File: config.mk
export PLATFORM = sky130hd
export DESIGN_NAME = psum_drain_ctrl
export DESIGN_NICKNAME = d
export VERILOG_FILES = /design/src/rtl/psum_drain_pkg.sv /design/src/rtl/psum_drain_fifo.sv /design/src/rtl/psum_drain_ctrl.sv
export SDC_FILE = /design/constraint.sdc
export NUM_CORES = 1
export LEC_CHECK = 0
export BUFFER_PORTS_ARGS = -buffer_cell sky130_fd_sc_hd__buf_2
export CORE_AREA = 2 2 149 114
export CTS_BUF_LIST = sky130_fd_sc_hd__clkbuf_4 sky130_fd_sc_hd__clkbuf_8
export DETAILED_ROUTE_END_ITERATION = 16
export DIE_AREA = 0 0 151 116
export PLACE_DENSITY_LB_ADDON = 0.2
export SLEW_MARGIN = 10
export SYNTH_ARGS = -nofsm -noshare
export SYNTH_HDL_FRONTEND = slang
export SYNTH_SLANG_ARGS = --single-unit
File: constraint.sdc
create_clock -name clk -period 4.2 [get_ports clk]
set_clock_uncertainty 0.2 [all_clocks]
set_input_delay 0.63 -clock clk [delete_from_list [all_inputs] [get_ports clk]]
set_output_delay 0.63 -clock clk [all_outputs]
set_load 0.05 [all_outputs]
File: src/rtl/psum_drain_pkg.sv
// Shared definitions for the PE-row drain controller: state encoding,
// default widths and the Q9.14 fixed-point constants of the PE datapath.
package psum_drain_pkg;

    typedef enum logic [1:0] {
        IDLE  = 2'd0,
        LOAD  = 2'd1,
        SHIFT = 2'd2,
        FLUSH = 2'd3
    } drain_state_t;

    localparam int DW_DEF    = 24;
    localparam int AXI_W_DEF = 32;

    // Q9.14: 1 sign bit, 9 integer bits, 14 fractional bits
    localparam int          Q_FRAC = 14;
    localparam logic [23:0] Q_MAX  = 24'h7FFFFF;
    localparam logic [23:0] Q_MIN  = 24'h800000;

endpackage

File: src/rtl/psum_drain_fifo.sv
// First-word-fall-through FIFO buffering drained words (data plus tlast tag)
// ahead of the AXI4-Stream output. rd_data is valid whenever empty is low.
module psum_drain_fifo
    import psum_drain_pkg::*;
#(
    parameter int W     = DW_DEF + 1,
    parameter int DEPTH = 4
) (
    input  logic                       clk,
    input  logic                       rst,
    input  logic                       wr_en,
    input  logic [W-1:0]               wr_data,
    input  logic                       rd_en,
    output logic [W-1:0]               rd_data,
    output logic                       full,
    output logic                       empty,
    output logic [$clog2(DEPTH):0]     count
);

    localparam int AW = $clog2(DEPTH);

    logic [W-1:0]  mem [DEPTH];
    logic [AW-1:0] wr_ptr;
    logic [AW-1:0] rd_ptr;
    logic          wr_ok;
    logic          rd_ok;

    // A write into a full FIFO is dropped even if a read frees a slot that cycle
    assign wr_ok   = wr_en && !full;
    assign rd_ok   = rd_en && !empty;
    assign full    = (count == (AW+1)'(DEPTH));
    assign empty   = (count == '0);
    assign rd_data = mem[rd_ptr];

    // Storage array write
    // NOTE: the storage array is deliberately not reset; count gates every read,
    // so stale entries are never observed and the array can map to plain RAM/flops.
    always_ff @(posedge clk) begin
        if (wr_ok) begin
            mem[wr_ptr] <= wr_data;
        end
    end

    // Pointer and occupancy tracking
    // NOTE: sequential state uses non-blocking assignments so every register
    // samples pre-edge values regardless of statement order.
    always_ff @(posedge clk) begin
        if (!rst) begin
            wr_ptr <= '0;
            rd_ptr <= '0;
            count  <= '0;
        end else begin
            if (wr_ok) wr_ptr <= wr_ptr + 1'b1;
            if (rd_ok) rd_ptr <= rd_ptr + 1'b1;
            case ({wr_ok, rd_ok})
                2'b10:   count <= count + 1'b1;
                2'b01:   count <= count - 1'b1;
                default: count <= count;
            endcase
        end
    end

endmodule

File: src/rtl/psum_drain_ctrl.sv
// Drain controller for one output-stationary PE row. On start it snapshots
// every PE psum into the ejection chain, shifts the chain out one word per
// enabled cycle into a small FWFT FIFO, and emits the words on AXI4-Stream.
// Optional build macro OUTPUT_RELU_EN clamps negative words to zero before
// they enter the FIFO.
module psum_drain_ctrl
    import psum_drain_pkg::*;
#(
    parameter int DW         = DW_DEF,
    parameter int NUM_PE     = 16,
    parameter int AXI_W      = AXI_W_DEF,
    parameter int FIFO_DEPTH = 4
) (
    input  logic             clk,
    input  logic             rst,
    input  logic             start,
    input  logic             clear_after,
    output logic             busy,
    output logic             done,
    output logic             pe_eject_ctrl,
    output logic             pe_en_out,
    output logic             pe_clear_psum,
    input  logic [DW-1:0]    chain_in,
    output logic [AXI_W-1:0] m_axis_tdata,
    output logic             m_axis_tvalid,
    input  logic             m_axis_tready,
    output logic             m_axis_tlast
);

    localparam int CW = (NUM_PE > 1) ? $clog2(NUM_PE) : 1;

    drain_state_t state;
    drain_state_t state_nxt;
    logic [CW-1:0] shift_cnt;
    logic          clear_lat;

    logic                        fifo_wr;
    logic                        fifo_rd;
    logic                        wr_last;
    logic [DW-1:0]               wr_word;
    logic [DW:0]                 rd_data;
    logic [DW-1:0]               rd_word;
    logic                        fifo_full;
    logic                        fifo_empty;
    logic [$clog2(FIFO_DEPTH):0] fifo_count;

    // State register
    always_ff @(posedge clk) begin
        if (!rst) begin
            state <= IDLE;
        end else begin
            state <= state_nxt;
        end
    end

    // Latch clear_after on an accepted start; count words shifted out of the chain
    always_ff @(posedge clk) begin
        if (!rst) begin
            clear_lat <= 1'b0;
            shift_cnt <= '0;
        end else begin
            if (state == IDLE && start) begin
                clear_lat <= clear_after;
            end
            if (state == LOAD) begin
                shift_cnt <= '0;
            end else if (fifo_wr) begin
                shift_cnt <= shift_cnt + 1'b1;
            end
        end
    end

    // Next-state and PE control decode
    // NOTE: every output of this block is given a default first, so no path
    // through the case statement can leave one unassigned and infer a latch.
    always_comb begin
        state_nxt     = state;
        pe_eject_ctrl = 1'b0;
        pe_en_out     = 1'b0;
        pe_clear_psum = 1'b0;
        fifo_wr       = 1'b0;
        wr_last       = 1'b0;
        done          = 1'b0;
        case (state)
            IDLE: begin
                if (start) state_nxt = LOAD;
            end
            LOAD: begin
                // Same edge captures the pre-clear psum into output_reg
                pe_en_out     = 1'b1;
                pe_clear_psum = clear_lat;
                state_nxt     = SHIFT;
            end
            SHIFT: begin
                pe_eject_ctrl = 1'b1;
                pe_en_out     = !fifo_full;
                fifo_wr       = !fifo_full;
                wr_last       = (shift_cnt == CW'(NUM_PE - 1));
                if (fifo_wr && wr_last) state_nxt = FLUSH;
            end
            FLUSH: begin
                if (fifo_count == '0) begin
                    done      = 1'b1;
                    state_nxt = IDLE;
                end
            end
            default: state_nxt = IDLE;
        endcase
    end

    assign busy = (state != IDLE) && !done;

`ifdef OUTPUT_RELU_EN
    assign wr_word = chain_in[DW-1] ? '0 : chain_in;
`else
    assign wr_word = chain_in;
`endif

    assign fifo_rd = m_axis_tvalid && m_axis_tready;

    psum_drain_fifo #(
        .W     (DW + 1),
        .DEPTH (FIFO_DEPTH)
    ) u_fifo (
        .clk     (clk),
        .rst     (rst),
        .wr_en   (fifo_wr),
        .wr_data ({wr_last, wr_word}),
        .rd_en   (fifo_rd),
        .rd_data (rd_data),
        .full    (fifo_full),
        .empty   (fifo_empty),
        .count   (fifo_count)
    );

    // Stream side: head of the FIFO, sign-extended; zeroed while nothing is buffered
    assign rd_word       = rd_data[DW-1:0];
    assign m_axis_tvalid = !fifo_empty;
    assign m_axis_tlast  = !fifo_empty && rd_data[DW];
    assign m_axis_tdata  = fifo_empty ? '0 : {{(AXI_W-DW){rd_word[DW-1]}}, rd_word};

endmodule
# After elaboration in Yosys (flattened, before gate mapping)
# Memory sizes are Yosys's and may differ from the RTL's. A register that Yosys moved wholly into a read port is not among the register bits.
# Index checks and enable logic that the tools add are counted.
dict set report totals {
  ff_bits 14
  ramBits 100
  memories 1
  out_inout_bits 39
}
# memory words word_bits rd rd_ports_with_merged_regs write_ports line_no
set memory_table {}
lappend memory_table {u_fifo.mem 4 25 1 1 1 psum_drain_fifo.sv:22} ;# logic [W-1:0] mem [DEPTH];
dict set report op_classes {
  eq_ne 10
  reduce_logical 16
  n_bitwise 1
  muxes 17
  n_addsub 5
}
# cell count
set ops {}
lappend ops {{$mux 32} 1}
lappend ops {{$mux 2} 5}
lappend ops {{$mux 1} 8}
lappend ops {{$pmux 2 s4} 1}
lappend ops {{$logic_and 1x1->1} 7}
lappend ops {{$eq 2x2->1 const B} 3}
lappend ops {{$ne 2x2->1 const B} 3}
lappend ops {{$pmux 3 s2} 1}
lappend ops {{$add 2x1->2 const B} 2}
lappend ops {{$add 4x1->4 const B} 1}
lappend ops {{$eq 2x1->1 const B} 2}
lappend ops {{$eq 4x4->1 const B} 1}
lappend ops {{$reduce_bool 2->1} 2}
lappend ops {{$add 3x1->3 const B} 1}
lappend ops {{$eq 3x3->1 const B} 1}
lappend ops {{$logic_not 1->1} 3}
lappend ops {{$logic_not 3->1} 1}
lappend ops {{$reduce_and 3->1} 1}
lappend ops {{$sub 3x1->3 const B} 1}
lappend ops {{$logic_not 2->1} 1}
lappend ops {{$pmux 1 s2} 1}
lappend ops {{$reduce_or 2->1} 1}
lappend ops {{$not 1->1} 1}

# Logic depth before layout (Yosys ltp)
dict set report logic_depth {
  ltp_word 6
  mapped_depth 12
}

# Cells and area by module
# From an unflattened synthesis, not the netlist that was laid out.
dict set report hier_totals {
  cells_unflattened 271
  area_unflattened_um2 4799.6
}
# module cells_each n_inst seq_area_each_um2 area_per_inst_um2
set by_module_without_submodules {}
lappend by_module_without_submodules {psum_drain_fifo 185 1 3183.1 4126.5}
lappend by_module_without_submodules {psum_drain_ctrl 86 1 140.1 673.1}

# Least setup slack after synthesis
# No wires, ideal clock.
dict set report synth_path {
  path_kind {flip-flop to output port}
  startpoint {register u_fifo.count[0]}
  endpoint {output busy}
  path_stages_with_launch 5
  n_path_buf 1
  arrival_time_ps 2013
  slack_ps 1357
  t_required_ps 3370
  cell_sequence {dfxtp_1 -> or3_1 -> clkbuf_1 -> nor2_1 -> nor2_1}
}
dict set report synth_via {
  elab_chain_len 5
}
# element line_no
set synth_lines {}
lappend synth_lines {{from (decl)} psum_drain_fifo.sv:17} ;# output logic [$clog2(DEPTH):0] count
lappend synth_lines {{from (signal assigned)} psum_drain_fifo.sv:56} ;# 2'b10: count <= count + 1'b1;
lappend synth_lines {{from (signal assigned)} psum_drain_fifo.sv:57} ;# 2'b01: count <= count - 1'b1;
lappend synth_lines {{from (signal assigned)} psum_drain_fifo.sv:58} ;# default: count <= count;
lappend synth_lines {{$logic_not 3->1} psum_drain_ctrl.sv:102} ;# if (fifo_count == '0) begin
lappend synth_lines {{$mux 1} psum_drain_ctrl.sv:102}
lappend synth_lines {{$mux 1} psum_drain_ctrl.sv:84} ;# case (state)
lappend synth_lines {{named net done} psum_drain_ctrl.sv:19} ;# output logic done,
lappend synth_lines {{$logic_not 1->1} psum_drain_ctrl.sv:111} ;# assign busy = (state != IDLE) && !done;
lappend synth_lines {{$logic_and 1x1->1} psum_drain_ctrl.sv:111}
lappend synth_lines {{to (decl)} psum_drain_ctrl.sv:18} ;# output logic busy,
# The timed path passes the listed nets, and every way through them passes these cells.

==> reports/metrics.csv <==
stage;metric;value;unit
status;outcome;finished clean;
worst_setup_path;reg2reg end;u_fifo.count[2]$_SDFFE_PN0P_;
die;DIE AREA;17500;µm²
synth;EDFF count, synth;100;
die;Ports;68;
routing;total number of vias;2430;
global_routing;largest net degree at the start of global routing;27;
global_routing;initial antenna violation count;0;
worst_setup_path;startpoint types;flop;
sta;actual slew at the worst max-slew pin;726;ps
synth;area leader, netlist;edfxtp_1;
synth;Netlist cell types;37;
worst_setup_path;CP max FO;16;
global_routing;gr usage total;11.2;%
power;Worst VDD drop;219;µV
worst_hold_path;Hold Path End;u_fifo.mem[2][15]$_DFFE_PP_;
synth;post-synthesis area per instance;17.8;µm²
worst_setup_path;cell family with most CP delay;flip-flops;
global_routing;first-pass GRT wire length;13.9;mm
sta;Fmax;313;MHz
worst_hold_path;hold path cells;1;
worst_hold_path;hold crit path type;input port to flop;
flow_run;max cap viols;0;
worst_setup_path;WP buf/inv;2;
synth;Syn Nets;308;
clock_network;clk sink count;116;
power;Lkg Pwr;2.02;nW
final_layout;final core utilization;35.6;%
synth;synthesized flop and latch total;116;
sta;pins over their slew limit;0;
die;Die Y;116;µm
global_routing;vias in the first global route;2482;
final_layout;layout cells sized above 1;39.1;%
synth;Ys Warns;0;
sta;worst slew margin relative to its limit;51.6;%
routing;First-pass DRT Iterations;4;
die;Core ar.;15900;µm²
synth;synthesized cell area;4740;µm²
synth;commonest cells in the netlist;edfxtp_1 (100), and2_1 (31), mux4_2 (25);
power;Power Dens Cells;625;nW/µm²
die;width of the die;151;µm
worst_setup_path;CP Data Arrival Time;2370;ps
placement;gpl congestion;0.675;
synth;largest cells by area after synthesis;edfxtp_1 (63%), mux4_2 (12%), dfxtp_1 (6.8%);
routing;routed length per instance;16.2;µm
worst_setup_path;WS Path Type;flop to output pin;
clock_network;H-tree Lvls;4;
die;Starting Density;29.8;%
sta;final setup vio count;0;
die;# rows;40;
clock_network;CTS tree;built;
final_layout;# nets final;376;
routing;Via density;4.35;
placement;Buffers on Ports;67;
worst_setup_path;slack of the worst reg-to-reg path;1520;ps
worst_setup_path;Critical Path Max Stage Delay;700;ps
clock_network;Post-CTS Repair Setup Buffers;0;
sta;crit path time final;3200;ps
clock_network;Root Driver;clkbuf_8;
worst_setup_path;CP required;3370;ps
clock_network;# hold bufs at CTS;0;
sta;RSZ-0062 raised after global routing;no;
synth;Async S/R FF share, synth;0;%
clock_network;Worst-path clk slew;80;ps
worst_setup_path;Critical-path top delay cell;dfxtp_2;
clock_network;CTS resizes;0;
synth;register area share after synthesis;70.0;%
final_layout;ant diodes;0;
final_layout;fin cells;558;
sta;Final period util;76.1;%
worst_setup_path;Critical R2R Launch;u_fifo.count[0]$_SDFFE_PN0P_;
worst_setup_path;cells along the critical path;buf_4, mux4_2, and2_1, buf_2;
worst_setup_path;worst r2r path cells;9;
placement;placed cells;526;
global_routing;total grt overflow;0;
routing;Detail Route Antenna Nets;0;
synth;Synth top area share;63.3;%
final_layout;area delta synth->final;19.3;%
routing;Initial DRC Count;99;
clock_network;Clock Latency Late Sink;420;ps
worst_hold_path;hold path startpoint;chain_in[15];
sta;Setup Total Neg Slack;0;ps
routing;final WL;9.04;mm
synth;Mapped Cells;267;
routing;drt drc;0;
synth;most instantiated library cell after synthesis;edfxtp_1;
sta;Final Hold Fails;0;
synth;main flop type after synthesis;edfxtp_1;
placement;hpwl dp;5.55;mm
clock_network;total CTS buffers;17;
clock_network;clk buf depth;2;
worst_setup_path;CP Capture Type;output pin;
-- metal layers --
| layer | up-vias | wire length (µm) | GRT usage, % |
|---|---|---|---|
| met5 | - | 0 | 0 |
| met4 | 0 | 106 | 4.49 |
| met3 | 10 | 463 | 4.13 |
| met2 | 58 | 4290 | 17.2 |
| met1 | 1228 | 4180 | 14.4 |
| li1 | 1134 | - | - |
-- flip-flops by register name, indices dropped and copies added, names as in the netlist, named ones only --
register / cells
u_fifo.mem: 100
shift_cnt: 4
u_fifo.count: 3
u_fifo.rd_ptr: 2
state: 2
u_fifo.wr_ptr: 2
clear_lat: 1
-- power breakdown --
group          total, mW  leakage (nW)  switching (mW)  internal, mW
clock               1.07         0.196           0.481         0.590
sequential          1.40          1.04          0.0598          1.34
combinational       1.07         0.785           0.727         0.339
-- metrics by stage --
step	instance area (µm²)	power (mW)	hold slack [ps]	worst slack (ps)
CTS	5660	3.59	187	886
finish	5660	3.54	215	1000
global placement	5240	2.52	246	1360
floorplan	4740	2.30	239	1360
detailed placement	5240	2.52	263	1360
global route	5660	3.71	185	761
-- kinds of logic (layout without fill, tap and decap cells) --
| kind of cell | Yosys count | after routing | share of synthesized area (%) |
|---|---|---|---|
| and+or+nand+nor | 63 | 63 | 7.62 |
| AOI/OAI and AO/OA | 11 | 11 | 1.71 |
| buffers and inverters | 31 | 112 | 3.59 |
| adders and majority gates | 12 | 12 | 3.32 |
| xor gates and xnor gates | 8 | 8 | 1.64 |
| muxes | 26 | 26 | 12.1 |
| DFF | 116 | 116 | 70.0 |
-- layout by cell type (no fill, tap or decap), drive strengths merged, types with 4 or more instances in the layout --
cell type  Yosys  routed
ha            11      11
xnor2          5       5
and3           5       5
inv            9      11
edfxtp       100     100
clkinv         1       7
nand3          4       4
mux4          25      25
buf           15      70
and2          32      32
clkinvlp       0       4
nand2          9       9
dfxtp         16      16
nor2           5       5
clkbuf         6      17
-- worst max path at each step --
stage,slack (ps),depth (start not counted),endpoint,start
after detailed placement,1360,4,m_axis_tdata[2],flop
after global placement,1360,4,m_axis_tdata[22],flop
after global routing,760,4,m_axis_tdata[2],flop
after CTS,890,4,m_axis_tdata[2],flop
final,1000,4,m_axis_tdata[22],flop
after floorplan,1360,4,busy,u_fifo.count[0]$_SDFFE_PN0P_
-- final cells by class --
cell class                 instances  area (µm²)
timing repair buffer              70         358
clock inverter                    15         181
fill                            1503       10300
inverter                          10        42.5
multi-input combinational        120        1260
clock buffer                      17         234
tap                              210         263
sequential                       116        3320
Note: power is estimated with default switching activity, not from simulation.
